--- src/rtl/pipeline_hazard_control.sv ---
// pipeline_hazard_control: registered forwarding selects and stall/flush sequencing for the decode stage
module pipeline_hazard_control #(
   parameter int MD_TIMEOUT = 32,
   parameter int CNT_W      = 16
) (
   input  logic             clk,
   input  logic             rst_n,
   input  logic [10:0]      haz,
   input  logic             load_use_stall,
   input  logic             branch_taken,
   input  logic             muldiv_start,
   input  logic             muldiv_done,
   output logic             pc_en,
   output logic             if_id_en,
   output logic             id_ex_en,
   output logic             if_id_flush,
   output logic             id_ex_flush,
   output logic [1:0]       fwd_a,
   output logic [1:0]       fwd_b,
   output logic [1:0]       fwd_st,
   output logic [1:0]       fwd_br,
   output logic [1:0]       fwd_r0,
   output logic [CNT_W-1:0] stall_count,
   output logic             haz_conflict,
   output logic             md_timeout
);
   localparam int MW = $clog2(MD_TIMEOUT + 1);
   typedef enum logic [1:0] {RUN, LU_STALL, FLUSH, MD_WAIT} state_t;
   state_t           state_q, state_d;
   logic             skip_q, skip_d;
   logic [MW-1:0]    md_cnt_q, md_cnt_d;
   logic [9:0]       fwd_q, fwd_d, fwd_dec;
   logic [CNT_W-1:0] stall_count_q, stall_count_d;
   logic             haz_conflict_q, haz_conflict_d;
   logic             md_timeout_q, md_timeout_d;
   always_comb begin
      state_d      = state_q;
      md_cnt_d     = md_cnt_q;
      md_timeout_d = md_timeout_q;
      pc_en        = 1'b1;
      if_id_en     = 1'b1;
      id_ex_en     = 1'b1;
      if_id_flush  = 1'b0;
      id_ex_flush  = 1'b0;
      case (state_q)
         RUN: begin
            if (branch_taken) state_d = FLUSH;
            else if (muldiv_start) begin
               state_d  = MD_WAIT;
               md_cnt_d = '0;
            end
            else if (load_use_stall && !skip_q) state_d = LU_STALL;
         end
         LU_STALL: begin
            pc_en       = 1'b0;
            if_id_en    = 1'b0;
            id_ex_flush = 1'b1;
            state_d     = branch_taken ? FLUSH : RUN;
         end
         FLUSH: begin
            if_id_flush = 1'b1;
            id_ex_flush = 1'b1;
            state_d     = RUN;
         end
         default: begin
            pc_en    = 1'b0;
            if_id_en = 1'b0;
            id_ex_en = 1'b0;
            md_cnt_d = md_cnt_q + MW'(1);
            if (muldiv_done) state_d = RUN;
            else if (md_cnt_d == MW'(MD_TIMEOUT)) begin
               md_timeout_d = 1'b1;
               state_d      = RUN;
            end
         end
      endcase
      // one load-use stall per load: the RUN cycle right after the bubble ignores the request
      skip_d  = (state_q == LU_STALL);
      fwd_dec = {haz[6] ? 2'b01 : haz[7] ? 2'b10 : 2'b00,
                 haz[4] ? 2'b01 : haz[5] ? 2'b10 : 2'b00,
                 (haz[8] | haz[10]) ? 2'b01 : haz[9] ? 2'b10 : 2'b00,
                 haz[2] ? 2'b01 : haz[3] ? 2'b10 : 2'b00,
                 haz[1] ? 2'b01 : haz[0] ? 2'b10 : 2'b00};
      fwd_d   = id_ex_flush ? '0 : id_ex_en ? fwd_dec : fwd_q;
      stall_count_d  = (!pc_en && !(&stall_count_q)) ? stall_count_q + CNT_W'(1) : stall_count_q;
      haz_conflict_d = haz_conflict_q | (haz[0] & haz[1]) | (haz[2] & haz[3]) | (haz[4] & haz[5])
                     | (haz[6] & haz[7]) | (haz[8] & haz[9]) | (haz[8] & haz[10]) | (haz[9] & haz[10]);
   end
   always_ff @(posedge clk or negedge rst_n) begin
      if (!rst_n) begin
         state_q        <= RUN;
         skip_q         <= 1'b0;
         md_cnt_q       <= '0;
         fwd_q          <= '0;
         stall_count_q  <= '0;
         haz_conflict_q <= 1'b0;
         md_timeout_q   <= 1'b0;
      end else begin
         state_q        <= state_d;
         skip_q         <= skip_d;
         md_cnt_q       <= md_cnt_d;
         fwd_q          <= fwd_d;
         stall_count_q  <= stall_count_d;
         haz_conflict_q <= haz_conflict_d;
         md_timeout_q   <= md_timeout_d;
      end
   end
   assign fwd_a        = fwd_q[1:0];
   assign fwd_b        = fwd_q[3:2];
   assign fwd_st       = fwd_q[5:4];
   assign fwd_br       = fwd_q[7:6];
   assign fwd_r0       = fwd_q[9:8];
   assign stall_count  = stall_count_q;
   assign haz_conflict = haz_conflict_q;
   assign md_timeout   = md_timeout_q;
endmodule

--- config.mk ---
export PLATFORM = sky130hd
export DESIGN_NAME = pipeline_hazard_control
export DESIGN_NICKNAME = d
export VERILOG_FILES = /design/src/rtl/pipeline_hazard_control.sv
export SDC_FILE = /design/constraint.sdc
export NUM_CORES = 1
export LEC_CHECK = 0
export ABC_AREA = 1
export CORE_UTILIZATION = 44
export DETAILED_ROUTE_END_ITERATION = 6
export PLACE_DENSITY = 0.8
export SLEW_MARGIN = 5
export SYNTH_ARGS = -nofsm -noshare
export SYNTH_HDL_FRONTEND = slang
export SYNTH_SLANG_ARGS = --single-unit
--- constraint.sdc ---
create_clock -name clk -period 1.7 [get_ports clk]
set_clock_uncertainty 0.15 [all_clocks]
set_input_delay 0.34 -clock clk [delete_from_list [all_inputs] [get_ports clk]]
set_output_delay 0.34 -clock clk [all_outputs]
set_load 0.03 [all_outputs]
=== Word level (Yosys, flattened, before mapping) ===
Cells that the tools add are included.
W data, S select, Z words.

* Logic and storage cells: 74
* Input bits: 17
* Flip-flop bits (word level): 37

* Eq/ne operators: 6
* Bitwise gates (word level): 18
* Reduce and logical (&&, ||, !) cells: 15
* Muxes and demuxes: 26
* $add $sub $neg: 2

{| class="wikitable"
|+ Operators by type and width
! kind !! number
|-
| $mux W2 || 16
|-
| $mux W10 || 2
|-
| $add A16 B1 Y16 const B || 1
|-
| $reduce_and A16 Y1 || 1
|-
| $mux W6 || 2
|-
| $pmux W6 S2 || 1
|-
| $or A1 B1 Y1 || 8
|-
| $and A1 B1 Y1 || 7
|-
| $add A6 B1 Y6 const B || 1
|-
| $eq A6 B6 Y1 const B || 1
|-
| $pmux W2 S3 || 1
|-
| $reduce_and A3 Y1 || 2
|-
| $reduce_bool A5 Y1 || 1
|-
| $mux W1 || 4
|-
| $ne A2 B2 Y1 const B || 2
|-
| $ne A4 B4 Y1 const B || 1
|-
| $reduce_or A2 Y1 || 2
|-
| $logic_not A1 Y1 || 3
|-
| $not A1 Y1 || 3
|-
| $reduce_or A3 Y1 || 1
|-
| $eq A2 B1 Y1 const B || 1
|-
| $eq A2 B2 Y1 const B || 1
|-
| $logic_and A1 B1 Y1 || 2
|-
| $logic_not A2 Y1 || 1
|-
| 2 further kinds || 2
|}

=== Depth between registers and ports, before layout ===
* Depth after elaboration: 8
* Mapped depth: 11
* Mapped depth without buffers: 11

=== Worst setup path before layout ===
No wires, ideal clock.

* Path type: reg-to-reg
* Start point: reg stall_count_q[0] (netlist: stall_count[0])
* End point: reg stall_count_q[2] (netlist: stall_count[2])
* Arrival time: 1620 ps
* Stages on the path, launching flop included: 11
* Period minus slack after synthesis: 1889 ps
* Slack: -189 ps
* Data required time: 1432 ps
* Cell sequence: dfrtp_1 > ha_1 > nand2_2 > nor2_4 > nand2_2 > nand3b_1 > nand2_1 > inv_2 > buf_4 > nand3_1 > nand2_1

* Word-level cells in the longest chain between the ends: 3
* Elaborated cells on any way between the ends: 4
* Those cells by class: 1 x add/sub; 3 x reduce/logical

{| class="wikitable"
|+ RTL lines
! element !! RTL line !! text
|-
| from (decl) || 33 || <nowiki>logic [CNT_W-1:0] stall_count_q, stall_count_d;</nowiki>
|-
| from (signal assigned) || 103 || <nowiki>stall_count_q <= stall_count_d;</nowiki>
|-
| branches (longest 3 deep; another with $add A16 B1 Y16) || -- ||
|}

Parallel ways; which one is timed is not known.
A chain may end at the register's enable or synchronous reset.

=== Worst setup path in the final report ===
Same ends and word-level chain as after synthesis.

==> summary.md <==
| Metric | Value |
|---|---|
| Outcome | complete, but fails checks |
| Violated checks | negative setup slack |
| Clk sinks | 37 |
| End of the worst register-to-register path | stall_count[2]$_DFFE_PN0P_ |
| Final Max Tran Viols | 0 |
| Yosys warning count | 0 |
| Initial antenna violation count | 0 |
| Total via count after detailed routing | 1998 |
| Path category of the worst min-delay check | flop to flop |
| Placer's final routability congestion estimate | 0.900 |
| Floorplan die width | 68.8 µm |
| Number of CTS-inserted buffers | 5 |
| Final period utilization | 109% |
| Clk buf depth | 2 |
| Worst Max-Slew Pin Slew | 0.401 ns |
| Worst IR Drop VDD | 944 µV |
| Power Total | 4.75 mW |
| Worst setup slack after placement | -0.00278 ns |
| Die H | 68.8 µm |
| Via count of the first global-routing pass | 1826 |
| Reg-to-Reg Start | stall_count[0]$_DFFE_PN0P_ |
| Worst hold margin | 0.323 ns |
| Number of flip-flops and latches in the synthesized netlist | 37 |
| Crit path time final | 1.85 ns |
| Count of routing violations after the opening detailed-route iteration | 166 |
| Delay of the slowest cell on the worst path | 0.39 ns |
| Total area of sequential cells | 930 µm² |
| Wire per inst | 15.3 µm |
| Total inserted antenna cells | 0 |
| Number of iterations in the first detailed-routing pass | 4 |
| Slowest library cell on the worst path | dfrtp_2 |
| Slew Limit Headroom | 73.3% |
| Wire length of the first global-routing pass | 8160 µm |
| Layout Cells excl Fill | 380 |
| Quantity of I/O buffers inserted on ports | 49 |
| Finished layout cell area | 2990 µm² |
| Final WS setup | -0.148 ns |
| Global-route congestion overflow total | 0 |
| Critical hold path startpoint | md_timeout$_DFFE_PN0P_ |
| Placed cells | 357 |
| Critical path depth in cells | 10 |
| Boundary Pins | 50 |
| Global-route usage over all layers | 23.9% |
| Final wirelength | 5800 µm |
| Share of post-route cells with drive strength above 1 | 27.0% |
| DIE AREA | 4730 µm² |
| Clock-pin transition on the worst setup and hold timing paths | 0.07 ns |
| Count of endpoints failing setup in the final report | 21 |
| Share of synthesized area occupied by flip-flops and latches | 47.2% |
| Standard cell area after detailed placement | 2600 µm² |
| FF-to-FF setup slack | -0.15 ns |
| Total core area | 4140 µm² |
| Pin count of the biggest net entering global routing | 23 |
| Startpoint type of the worst setup path | flop |
| Area of the multi-input gates | 1060 µm² |
| Number of routed nets with antenna violations | 0 |
| Critical path capture point type | flop |
| Count of standard-cell rows | 23 |
| Residual DRC count | 0 |
| Bufs and invs on worst path | 2 |
| Starting density of the core | 47.3% |
| Average via count per standard cell | 5.26 |
| Layout area overhead | 52.3% |
| Post-synthesis instance total | 251 |
| Post-synthesis average cell area | 7.81 µm² |
| Number of cells on the worst reg-to-reg path | 10 |
| Post-layout net count | 353 |
| Critical Path, Cell by Cell | ha_4, nand2_4, nor2_4, nand2_2, nand3b_1, nand2_8, buf_6, inv_6, nand3_1, nand2_1 |
| Number of fill cells | 304 |
| Number of maximum-capacitance constraint violations | 0 |
| HPWL reported at the end of detailed placement | 3480 µm |
| Clock network latency to the later pin of the worst-skew pair | 0.29 ns |
| Power density relative to cell area | 1590 nW/µm² |
| Endpoint of the worst setup timing path | stall_count[2]$_DFFE_PN0P_ |
| RSZ-0062 raised after global routing | true |
| Leakage power of the design | 1.45 nW |
| Net Count, Synth | 274 |
| Post-synthesis instance area | 1960 µm² |
| Number of H-tree levels | 2 |
| CTS tree | built |
| Crit path kind | flop to flop |
| Endpoints failing hold | 0 |
| Startpoint of the worst setup timing path | stall_count[0]$_DFFE_PN0P_ |
| Maximum fanout along the worst path | 5 |
| Number of distinct standard cells referenced by the synthesized netlist | 27 |
| Root buffer selected by CTS | clkbuf_8 |
| Critical path required time | 1.73 ns |
| WP data arrival | 1.88 ns |
| Worst path top cell family by delay | simple AND/OR/NAND/NOR gates |
| Top achievable clock speed | 541 MHz |
==> timing repair <==
item / 4_1_cts / 5_1_grt
hold buffers: 1 / 0
endpoints found under the setup margin: 37 / 41
cloned: 0 / 3
resized for setup: 44 / 53
buffers inserted: 7 / 6
hold endpoints to repair: 15 / 0
pin swaps: 2 / 17
==> per-layer routing <==
| layer | wire length (µm) | global-route usage [%] | part of all wire, % |
|---|---|---|---|
| met2 | 2880 | 38.6 | 50 |
| met5 | 0 | 0 | 0 |
| met1 | 2440 | 31.5 | 42 |
| met3 | 337 | 5.43 | 5.8 |
| met4 | 140 | 8.42 | 2.4 |
==> cell type report <==
| cell class | count | share of cell area (%) |
|---|---|---|
| Timing Repair inverter | 2 | 0.670 |
| Multi-Input combinational cell | 180 | 35.5 |
| Clock buffer | 7 | 2.89 |
| Sequential cell | 37 | 31.1 |
| Timing Repair Buffer | 76 | 23.8 |
| Inverter | 28 | 3.85 |
| Tap cell | 50 | 2.09 |
==> flip-flops by register name, indices dropped and copies added, names as in the netlist <==
register and flops:
stall_count 16, fwd_q 10, md_cnt_q 6, state_q 2, haz_conflict 1, md_timeout 1
skip_q 1
==> per-stage QoR <==
step / TNS [ns] / utilization, %
floorplan: -0.0415 / -
global placement: 0 / 62.8
detailed placement: -0.00499 / 62.8
CTS: -0.171 / 67.1
global route: -3.35 / 72.1
finish: -2.07 / 72.1
==> where the power goes <==
part | switching, mW | internal (mW) | total [mW]
logic | 1.68 | 1.19 | 2.86
registers | 0.169 | 1.10 | 1.27
clock network | 0.300 | 0.322 | 0.622
==> layout by cell type, fill, tap and decap left out, drive strengths merged, types with 2 or more instances in the layout <==
cell type	n
a21oi	3
buf	31
clkbuf	11
clkdlybuf4s50	15
dfrtp	37
dlygate4sd2	25
ha	6
inv	30
nand2	88
nand3	15
nand3b	2
nor2	20
nor3	7
o21ai	22
xnor2	7
xor2	3
==> worst min path at each step <==
| stage | slack, ns | to | cells past startpoint |
|---|---|---|---|
| 2_1_floorplan | -0.11 | fwd_q[0]$_DFFE_PN0P_ | 0 |
| 3_3_place_gp | 0.13 | md_timeout$_DFFE_PN0P_ | 1 |
| 3_5_place_dp | 0.14 | md_timeout$_DFFE_PN0P_ | 1 |
| 4_1_cts | 0.33 | md_timeout$_DFFE_PN0P_ | 1 |
| 5_1_grt | 0.36 | md_timeout$_DFFE_PN0P_ | 1 |
| 6_report | 0.32 | md_timeout$_DFFE_PN0P_ | 1 |
==> Yosys cell counts <==
cell type,number,share of area (%)
nand2_1,86,16
dfrtp_1,37,47
inv_1,27,5.2
nor2_1,18,3.4
o21ai_0,18,4.6
nand3_1,15,3.8
nor3_1,7,1.8
xnor2_1,7,3.1
ha_1,6,3.8
o21ai_1,4,1.0
a21oi_1,3,0.77
buf_4,3,1.1
xor2_1,3,1.3
clkbuf_1,2,0.38
nand2_2,2,0.64
nand3b_1,2,0.77
a221oi_1,1,0.45
a31o_2,1,0.45
buf_6,1,0.57
inv_2,1,0.19
nand4_1,1,0.32
nor2_2,1,0.32
nor2_4,1,0.57
o2111ai_1,1,0.45
o211ai_1,1,0.38
o32ai_1,1,0.45
or2_2,1,0.32
==> worst register-to-register path, cell delays in order (launching register included) <==
cell and delay, ns:
dfrtp_2 0.39, ha_4 0.17, nand2_4 0.06, nor2_4 0.11, nand2_2 0.06, nand3b_1 0.29, nand2_8 0.21, buf_6 0.14
inv_6 0.04, nand3_1 0.07, nand2_1 0.06
==> cell families (layout without fill, tap and decap cells) <==
kind of cell | Yosys count | count (layout) | synth area share, %
AO/OA/AOI/OAI | 30 | 30 | 8.55
XOR/XNOR | 10 | 10 | 4.47
adder cells (fa/ha/maj) | 6 | 6 | 3.83
buffers and inverters | 34 | 113 | 7.47
flip-flops | 37 | 37 | 47.2
AND/OR/NAND/NOR | 134 | 134 | 28.5
Power figures use the tool's default switching activity.
